File: config.mk
export PLATFORM = sky130hd
export DESIGN_NAME = systolic_tile_sequencer
export DESIGN_NICKNAME = d
export VERILOG_FILES = /design/src/rtl/tpu_ctrl_pkg.sv /design/src/rtl/ctrl_up_counter.sv /design/src/rtl/systolic_tile_sequencer.sv
export SDC_FILE = /design/constraint.sdc
export NUM_CORES = 1
export LEC_CHECK = 0
export BUFFER_PORTS_ARGS = -buffer_cell sky130_fd_sc_hd__buf_2
export CAP_MARGIN = 30
export CORE_ASPECT_RATIO = 0.5
export CORE_MARGIN = 5
export CORE_UTILIZATION = 60
export CTS_CLUSTER_DIAMETER = 50
export DETAILED_ROUTE_END_ITERATION = 8
export HOLD_SLACK_MARGIN = 0.02
export PLACE_DENSITY = 0.95
export SYNTH_ARGS = -nofsm -noshare
export SYNTH_HDL_FRONTEND = slang
export SYNTH_SLANG_ARGS = --single-unit
File: constraint.sdc
create_clock -name clk -period 4.8 [get_ports clk]
set_clock_uncertainty 0.1 [all_clocks]
set_input_delay 0.72 -clock clk [delete_from_list [all_inputs] [get_ports clk]]
set_output_delay 0.72 -clock clk [all_outputs]
set_load 0.05 [all_outputs]
File: src/rtl/tpu_ctrl_pkg.sv
// Shared control-path types for the systolic array tile sequencer.
//   seq_state_t   : sequencer FSM state (3 bits)
//   seq_cmd_t     : latched matmul command payload
//   drain_cycles  : cycles needed to flush the skewed array plus the MAC pipe
package tpu_ctrl_pkg;

  // Storage widths of the latched command; module parameters must not exceed these.
  localparam int unsigned CMD_KT_W  = 8;
  localparam int unsigned CMD_ROW_W = 8;

  typedef enum logic [2:0] {
    SEQ_IDLE   = 3'd0,
    SEQ_CLEAR  = 3'd1,
    SEQ_LOAD   = 3'd2,
    SEQ_DRAIN  = 3'd3,
    SEQ_RESULT = 3'd4,
    SEQ_DONE   = 3'd5
  } seq_state_t;

  typedef struct packed {
    logic [CMD_KT_W-1:0]  k_tiles;   // already normalised: never 0
    logic                 acc_mode;
    logic [CMD_ROW_W-1:0] rows;      // already normalised: 1..N
  } seq_cmd_t;

  // Last operand needs 2*(N-1) hops across the skewed array, then the MAC pipe.
  function automatic int unsigned drain_cycles(input int unsigned n,
                                               input int unsigned mac_latency);
    return 2 * (n - 1) + mac_latency - 1;
  endfunction

endpackage

File: src/rtl/ctrl_up_counter.sv
// Generic clearable up-counter used by the tile sequencer.
//   clk, rst_n : clock, async active-low reset
//   en         : increment by one
//   clr        : synchronous clear, wins over en
//   q          : registered count
module ctrl_up_counter #(
  parameter int unsigned WIDTH = 8
) (
  input  logic             clk,
  input  logic             rst_n,
  input  logic             en,
  input  logic             clr,
  output logic [WIDTH-1:0] q
);

  always_ff @(posedge clk or negedge rst_n) begin
    if (!rst_n) begin
      q <= '0;
    end else if (clr) begin
      q <= '0;
    end else if (en) begin
      q <= q + WIDTH'(1);
    end
  end

endmodule

File: src/rtl/systolic_tile_sequencer.sv
// FSM controller for the NxN systolic array with internal K-tiling.
// Accepts a matmul command, clears (optionally) the accumulators, streams
// k_tiles operand tiles back-to-back, drains the array and hands result rows
// to the writeback path under backpressure. Abort returns to IDLE from anywhere.
//   cmd_*         : command handshake and fields (k_tiles, acc_mode, rows)
//   abort         : synchronous abort
//   busy/done/aborted : status
//   pe_en, pe_clear_acc, skew_load_en, skew_flush : array / skew buffer controls
//   tile_start, tile_idx, feed_count : operand feed position
//   row_valid, row_ready, drain_row  : result row handshake
module systolic_tile_sequencer
  import tpu_ctrl_pkg::*;
#(
  parameter int unsigned ARRAY_SIZE  = 32,
  parameter int unsigned MAC_LATENCY = 2,
  parameter int unsigned KT_WIDTH    = 8,
  parameter int unsigned CNT_WIDTH   = $clog2(3 * ARRAY_SIZE + MAC_LATENCY),
  parameter int unsigned ROW_WIDTH   = $clog2(ARRAY_SIZE + 1)
) (
  input  logic                 clk,
  input  logic                 rst_n,
  input  logic                 cmd_valid,
  output logic                 cmd_ready,
  input  logic [KT_WIDTH-1:0]  cmd_k_tiles,
  input  logic                 cmd_acc_mode,
  input  logic [ROW_WIDTH-1:0] cmd_rows,
  input  logic                 abort,
  output logic                 busy,
  output logic                 done,
  output logic                 aborted,
  output logic                 pe_en,
  output logic                 pe_clear_acc,
  output logic                 skew_load_en,
  output logic                 skew_flush,
  output logic                 tile_start,
  output logic [KT_WIDTH-1:0]  tile_idx,
  output logic [CNT_WIDTH-1:0] feed_count,
  output logic                 row_valid,
  input  logic                 row_ready,
  output logic [CNT_WIDTH-1:0] drain_row
);

  localparam int unsigned DRAIN_D = drain_cycles(ARRAY_SIZE, MAC_LATENCY);

  seq_state_t state_q, state_d;
  seq_cmd_t   cmd_q, cmd_d;

  logic                 cnt_en, cnt_clr;
  logic                 tile_en, tile_clr;
  logic                 row_en, row_clr;
  logic                 abort_hit;
  logic [CNT_WIDTH-1:0] cnt_q, cnt_next;
  logic [KT_WIDTH-1:0]  tile_q;
  logic [CNT_WIDTH-1:0] row_q;
  logic [KT_WIDTH-1:0]  k_eff;
  logic [ROW_WIDTH-1:0] rows_eff;
  logic                 last_feed, last_drain, last_tile, last_row;

  // Feed position within a tile during LOAD, drain cycle count during DRAIN.
  ctrl_up_counter #(.WIDTH(CNT_WIDTH)) u_cnt (
    .clk   (clk),
    .rst_n (rst_n),
    .en    (cnt_en),
    .clr   (cnt_clr),
    .q     (cnt_q)
  );

  ctrl_up_counter #(.WIDTH(KT_WIDTH)) u_tile (
    .clk   (clk),
    .rst_n (rst_n),
    .en    (tile_en),
    .clr   (tile_clr),
    .q     (tile_q)
  );

  ctrl_up_counter #(.WIDTH(CNT_WIDTH)) u_row (
    .clk   (clk),
    .rst_n (rst_n),
    .en    (row_en),
    .clr   (row_clr),
    .q     (row_q)
  );

  // Command normalisation: 0 tiles means 1, 0 or oversize rows means a full array.
  always_comb begin
    k_eff    = (cmd_k_tiles == '0) ? KT_WIDTH'(1) : cmd_k_tiles;
    rows_eff = ((cmd_rows == '0) || (32'(cmd_rows) > ARRAY_SIZE))
               ? ROW_WIDTH'(ARRAY_SIZE) : cmd_rows;
  end

  // Terminal-count decodes; compared at 32 bits so every latched bit participates.
  always_comb begin
    last_feed  = (cnt_q == CNT_WIDTH'(ARRAY_SIZE - 1));
    last_drain = (cnt_q == CNT_WIDTH'(DRAIN_D - 1));
    last_tile  = ((32'(tile_q) + 32'd1) == 32'(cmd_q.k_tiles));
    last_row   = ((32'(row_q) + 32'd1) == 32'(cmd_q.rows));
  end

  // State register and latched command.
  always_ff @(posedge clk or negedge rst_n) begin
    if (!rst_n) begin
      state_q <= SEQ_IDLE;
      cmd_q   <= '0;
    end else begin
      state_q <= state_d;
      cmd_q   <= cmd_d;
    end
  end

  // Next-state and counter control.
  always_comb begin
    state_d   = state_q;
    cmd_d     = cmd_q;
    cnt_en    = 1'b0;
    cnt_clr   = 1'b0;
    tile_en   = 1'b0;
    tile_clr  = 1'b0;
    row_en    = 1'b0;
    row_clr   = 1'b0;
    abort_hit = abort && (state_q != SEQ_IDLE);

    if (abort_hit) begin
      state_d  = SEQ_IDLE;
      cmd_d    = '0;
      cnt_clr  = 1'b1;
      tile_clr = 1'b1;
      row_clr  = 1'b1;
    end else begin
      case (state_q)
        SEQ_IDLE: begin
          // Abort coinciding with a handshake drops the command.
          if (cmd_valid && !abort) begin
            state_d        = SEQ_CLEAR;
            cmd_d.k_tiles  = CMD_KT_W'(k_eff);
            cmd_d.acc_mode = cmd_acc_mode;
            cmd_d.rows     = CMD_ROW_W'(rows_eff);
          end
        end
        SEQ_CLEAR: begin
          state_d = SEQ_LOAD;
          cnt_clr = 1'b1;
        end
        SEQ_LOAD: begin
          cnt_en = 1'b1;
          if (last_feed) begin
            cnt_clr = 1'b1;
            if (last_tile) begin
              state_d = SEQ_DRAIN;
            end else begin
              tile_en = 1'b1;
            end
          end
        end
        SEQ_DRAIN: begin
          cnt_en = 1'b1;
          if (last_drain) begin
            cnt_clr = 1'b1;
            state_d = SEQ_RESULT;
          end
        end
        SEQ_RESULT: begin
          if (row_ready) begin
            if (last_row) begin
              row_clr = 1'b1;
              state_d = SEQ_DONE;
            end else begin
              row_en = 1'b1;
            end
          end
        end
        SEQ_DONE: begin
          state_d  = SEQ_IDLE;
          tile_clr = 1'b1;
        end
        default: begin
          state_d  = SEQ_IDLE;
          cmd_d    = '0;
          cnt_clr  = 1'b1;
          tile_clr = 1'b1;
          row_clr  = 1'b1;
        end
      endcase
    end

    if (cnt_clr) begin
      cnt_next = '0;
    end else if (cnt_en) begin
      cnt_next = cnt_q + CNT_WIDTH'(1);
    end else begin
      cnt_next = cnt_q;
    end
  end

  // Registered controls, decoded from the next state so they align with state_q.
  always_ff @(posedge clk or negedge rst_n) begin
    if (!rst_n) begin
      cmd_ready    <= 1'b1;
      busy         <= 1'b0;
      done         <= 1'b0;
      aborted      <= 1'b0;
      pe_en        <= 1'b0;
      pe_clear_acc <= 1'b0;
      skew_load_en <= 1'b0;
      skew_flush   <= 1'b0;
      tile_start   <= 1'b0;
      feed_count   <= '0;
      row_valid    <= 1'b0;
    end else begin
      cmd_ready    <= (state_d == SEQ_IDLE);
      busy         <= (state_d != SEQ_IDLE) && (state_d != SEQ_DONE);
      done         <= (state_d == SEQ_DONE);
      aborted      <= abort_hit;
      pe_en        <= (state_d == SEQ_LOAD) || (state_d == SEQ_DRAIN);
      pe_clear_acc <= (state_d == SEQ_CLEAR) && !cmd_d.acc_mode;
      skew_load_en <= (state_d == SEQ_LOAD);
      skew_flush   <= (state_d == SEQ_CLEAR);
      tile_start   <= (state_d == SEQ_LOAD) && (cnt_next == '0);
      feed_count   <= (state_d == SEQ_LOAD) ? cnt_next : '0;
      row_valid    <= (state_d == SEQ_RESULT);
    end
  end

  assign tile_idx  = tile_q;
  assign drain_row = row_q;

endmodule
==> flow_summary.json <==
{
  "cts.sinks": 56,
  "wirelength_mm": 6.83,
  "path_class": "flip-flop to flip-flop",
  "tightest_slew_ns": 0.745,
  "fmax_mhz": 371,
  "powerDensity_nw_per_um2": 305,
  "grt_max_degree": 57,
  "drive_above_1_share_pct": 20.7,
  "grt_pass1_vias": 2383,
  "slowest_stage": "o2bb2ai_2",
  "synth.most_common_cell": "dfrtp_1",
  "rows": 18,
  "startpoint_type": "flip-flop",
  "holdWs_ns": 0.414,
  "cts-hold-fix-buffers": 0,
  "grtUsageMet1_pct": 29.5,
  "use_met3_pct": 4.64,
  "dp_hpwl_mm": 4.89,
  "yosys.area.top_type_share_pct": 46.0,
  "setup-violations-final": 0,
  "nNetsFinal": 366,
  "synth_common_cells": "55 x dfrtp_1, 30 x nor2_1, 24 x nand2_1",
  "core_area_sq_um": 4890,
  "dr.pass1.iters": 5,
  "grt-busiest-layer": "met2",
  "endpoint_kind": "flip-flop",
  "postCtsSetupBuffers": 0,
  "dieArea_sq_um": 6590,
  "drv_slew": 0,
  "cts_tree": "done",
  "numCtsBuffers": 5,
  "synth_edf_count": 0,
  "slew_headroom_pct": 49.7,
  "die_h_microns": 59.9,
  "leakage_nw": 1.57,
  "hold_viol": 0,
  "synth_area_leaders": "dfrtp_1 46%, xnor2_1 5.3%, nor2_1 3.8%, mux2i_1 3.7%, nand2_1 3.0%",
  "io_pins": 52,
  "clock_path_buffers": 2,
  "cp.required_ns": 4.95,
  "gr-total-overflow": 0,
  "antenna_found_initial": 0,
  "via_count": 2517,
  "gp_congestion": 0.881,
  "worst-path-max-fanout": 13,
  "clock_latency_ns": 0.31,
  "period_needed_ns": 2.70,
  "critPathTopFamily": "compound AO/OA/AOI/OAI gates",
  "status": "finished clean",
  "htreeDepth": 2,
  "power_mw": 1.03,
  "ir_worst_vdd_uv": 213,
  "fin_setup_tns_ns": 0,
  "arrival_ns": 2.84,
  "yosys.area.top_type": "dfrtp_1",
  "yosysUniqueCellTypes": 54,
  "drcViolationCount": 0,
  "n_antenna_cell": 0,
  "start_util_pct": 61.2,
  "async_reset_ff_share_pct": 100,
  "drtIter0Drc": 263,
  "synth.avg_cell_area_sq_um": 10.1,
  "syn_inst": 296,
  "synthesis.area_sq_um": 2990,
  "fin_crit_sh_pct": 56.2,
  "drv_cap": 0,
  "ys_ff_latch": 56,
  "clk_pin_slew_worst_paths_ns": 0.10,
  "avgRoutedWirePerCell_microns": 16.5,
  "grt_usage_pct": 22.2,
  "root_buffer": "clkbuf_8",
  "max_stage_delay_ns": 0.51,
  "ys_seq_area_share_pct": 46.9,
  "crit_chain": "ha_1, xnor3_1, nand3_1, a211oi_4, a31oi_1, o2bb2ai_2, mux2i_1",
  "numPortBuffers": 51,
  "antenna_left": 0,
  "crit_buf_inv": 0,
  "hold_class": "input pin to async pin",
  "yosysWarnings": 0,
  "synth_nets": 320,
  "grt_setup_unrepaired": "false",
  "avgViaCountPerCell": 6.09,
  "syn2layout_area_growth_pct": 12.8,
  "grt_pass1_wl_mm": 11.2,
  "grtUsageMet2_pct": 34.9,
  "ctsResizeCount": 0,
  "die_w_microns": 110,
  "ys.flop_type": "dfrtp_1"
}
==> final cells by class <==
type                            instances  area, sq um
Tap cell                               70         87.6
Fill cell                             366         1510
Sequential cell                        56         1400
Timing Repair Buffer                   52          263
Multi-Input combinational cell        221         1510
Inverter                                6         22.5
Clock inverter                          2         10.0
Clock buffer                            6         82.6
==> logic make-up (layout without fill, tap and decap cells) <==
| logic type | after synthesis | after routing | share of synthesized area [%] |
|---|---|---|---|
| flip-flops | 56 | 56 | 46.9 |
| AO/OA/AOI/OAI | 55 | 55 | 14.0 |
| buffers and inverters | 19 | 66 | 2.80 |
| AND/OR/NAND/NOR | 125 | 125 | 22.9 |
| adder cells (fa/ha/maj) | 4 | 4 | 1.67 |
| XOR/XNOR | 26 | 26 | 8.07 |
| multiplexers | 11 | 11 | 3.68 |
==> cell usage in the layout, fill, tap and decap left out, drive strengths merged, types with 9 or more instances in the layout <==
cell type and n:
dfrtp 55, a22o 10, nand3 16, buf 52
nor2 30, a21oi 10, xnor2 18, mux2i 11
a211oi 9, nand2 24, o21ai 11
==> flip-flops by register name, indices dropped and copies added, names as in the netlist, 3 cells and up <==
register and flops:
u_row.q 7, cmd_q 14, state_q 3, feed_count 7
u_tile.q 8, u_cnt.q 7
==> metrics by stage <==
stage | setup WS (ns) | instance area (sq um) | utilization [%] | std cells
4_1_cts | 2.12 | 3370 | 69.0 | 413
3_3_place_gp | 2.24 | 3280 | 67.2 | 405
6_report | 2.10 | 3370 | 69.0 | 413
5_1_grt | 1.88 | 3370 | 69.0 | 413
2_1_floorplan | 2.12 | 2990 | - | 296
3_5_place_dp | 2.13 | 3280 | 67.2 | 405
==> final timing paths <==
kind | start | slack, ns | endpoint | cells past startpoint
worst max-delay path | u_row.q[0] | 2.10 | busy | 7
worst min-delay path | rst_n | 0.41 | skew_load_en | 2
worst max register to register | u_row.q[0] | 2.10 | busy | 7
worst min register to register | cmd_q[14] | 0.44 | cmd_q[14] | 1
max in group asynchronous | rst_n | 3.72 | u_tile.q[0] | 2
min in group clk | cmd_acc_mode | 0.44 | pe_clear_acc | 2
==> routing by layer <==
layer  vias to the layer above  wire length [microns]
met4                         0                    269
met5                         -                      0
met3                        31                    343
li1                       1155                      -
met1                      1228                   2970
met2                       103                   3250
==> worst reg2reg max path: stages, from the launching register on <==
cell and delay, ns:
dfrtp_1 0.47, ha_1 0.28, xnor3_1 0.38, nand3_1 0.10
a211oi_4 0.36, a31oi_1 0.17, o2bb2ai_2 0.51, mux2i_1 0.25
==> report_power, final <==
group          internal, mW  total (mW)  switching, mW
clock                 0.115       0.265          0.149
sequential            0.508       0.543         0.0351
combinational        0.0767       0.221          0.144
(Power assumes the default switching activity.)
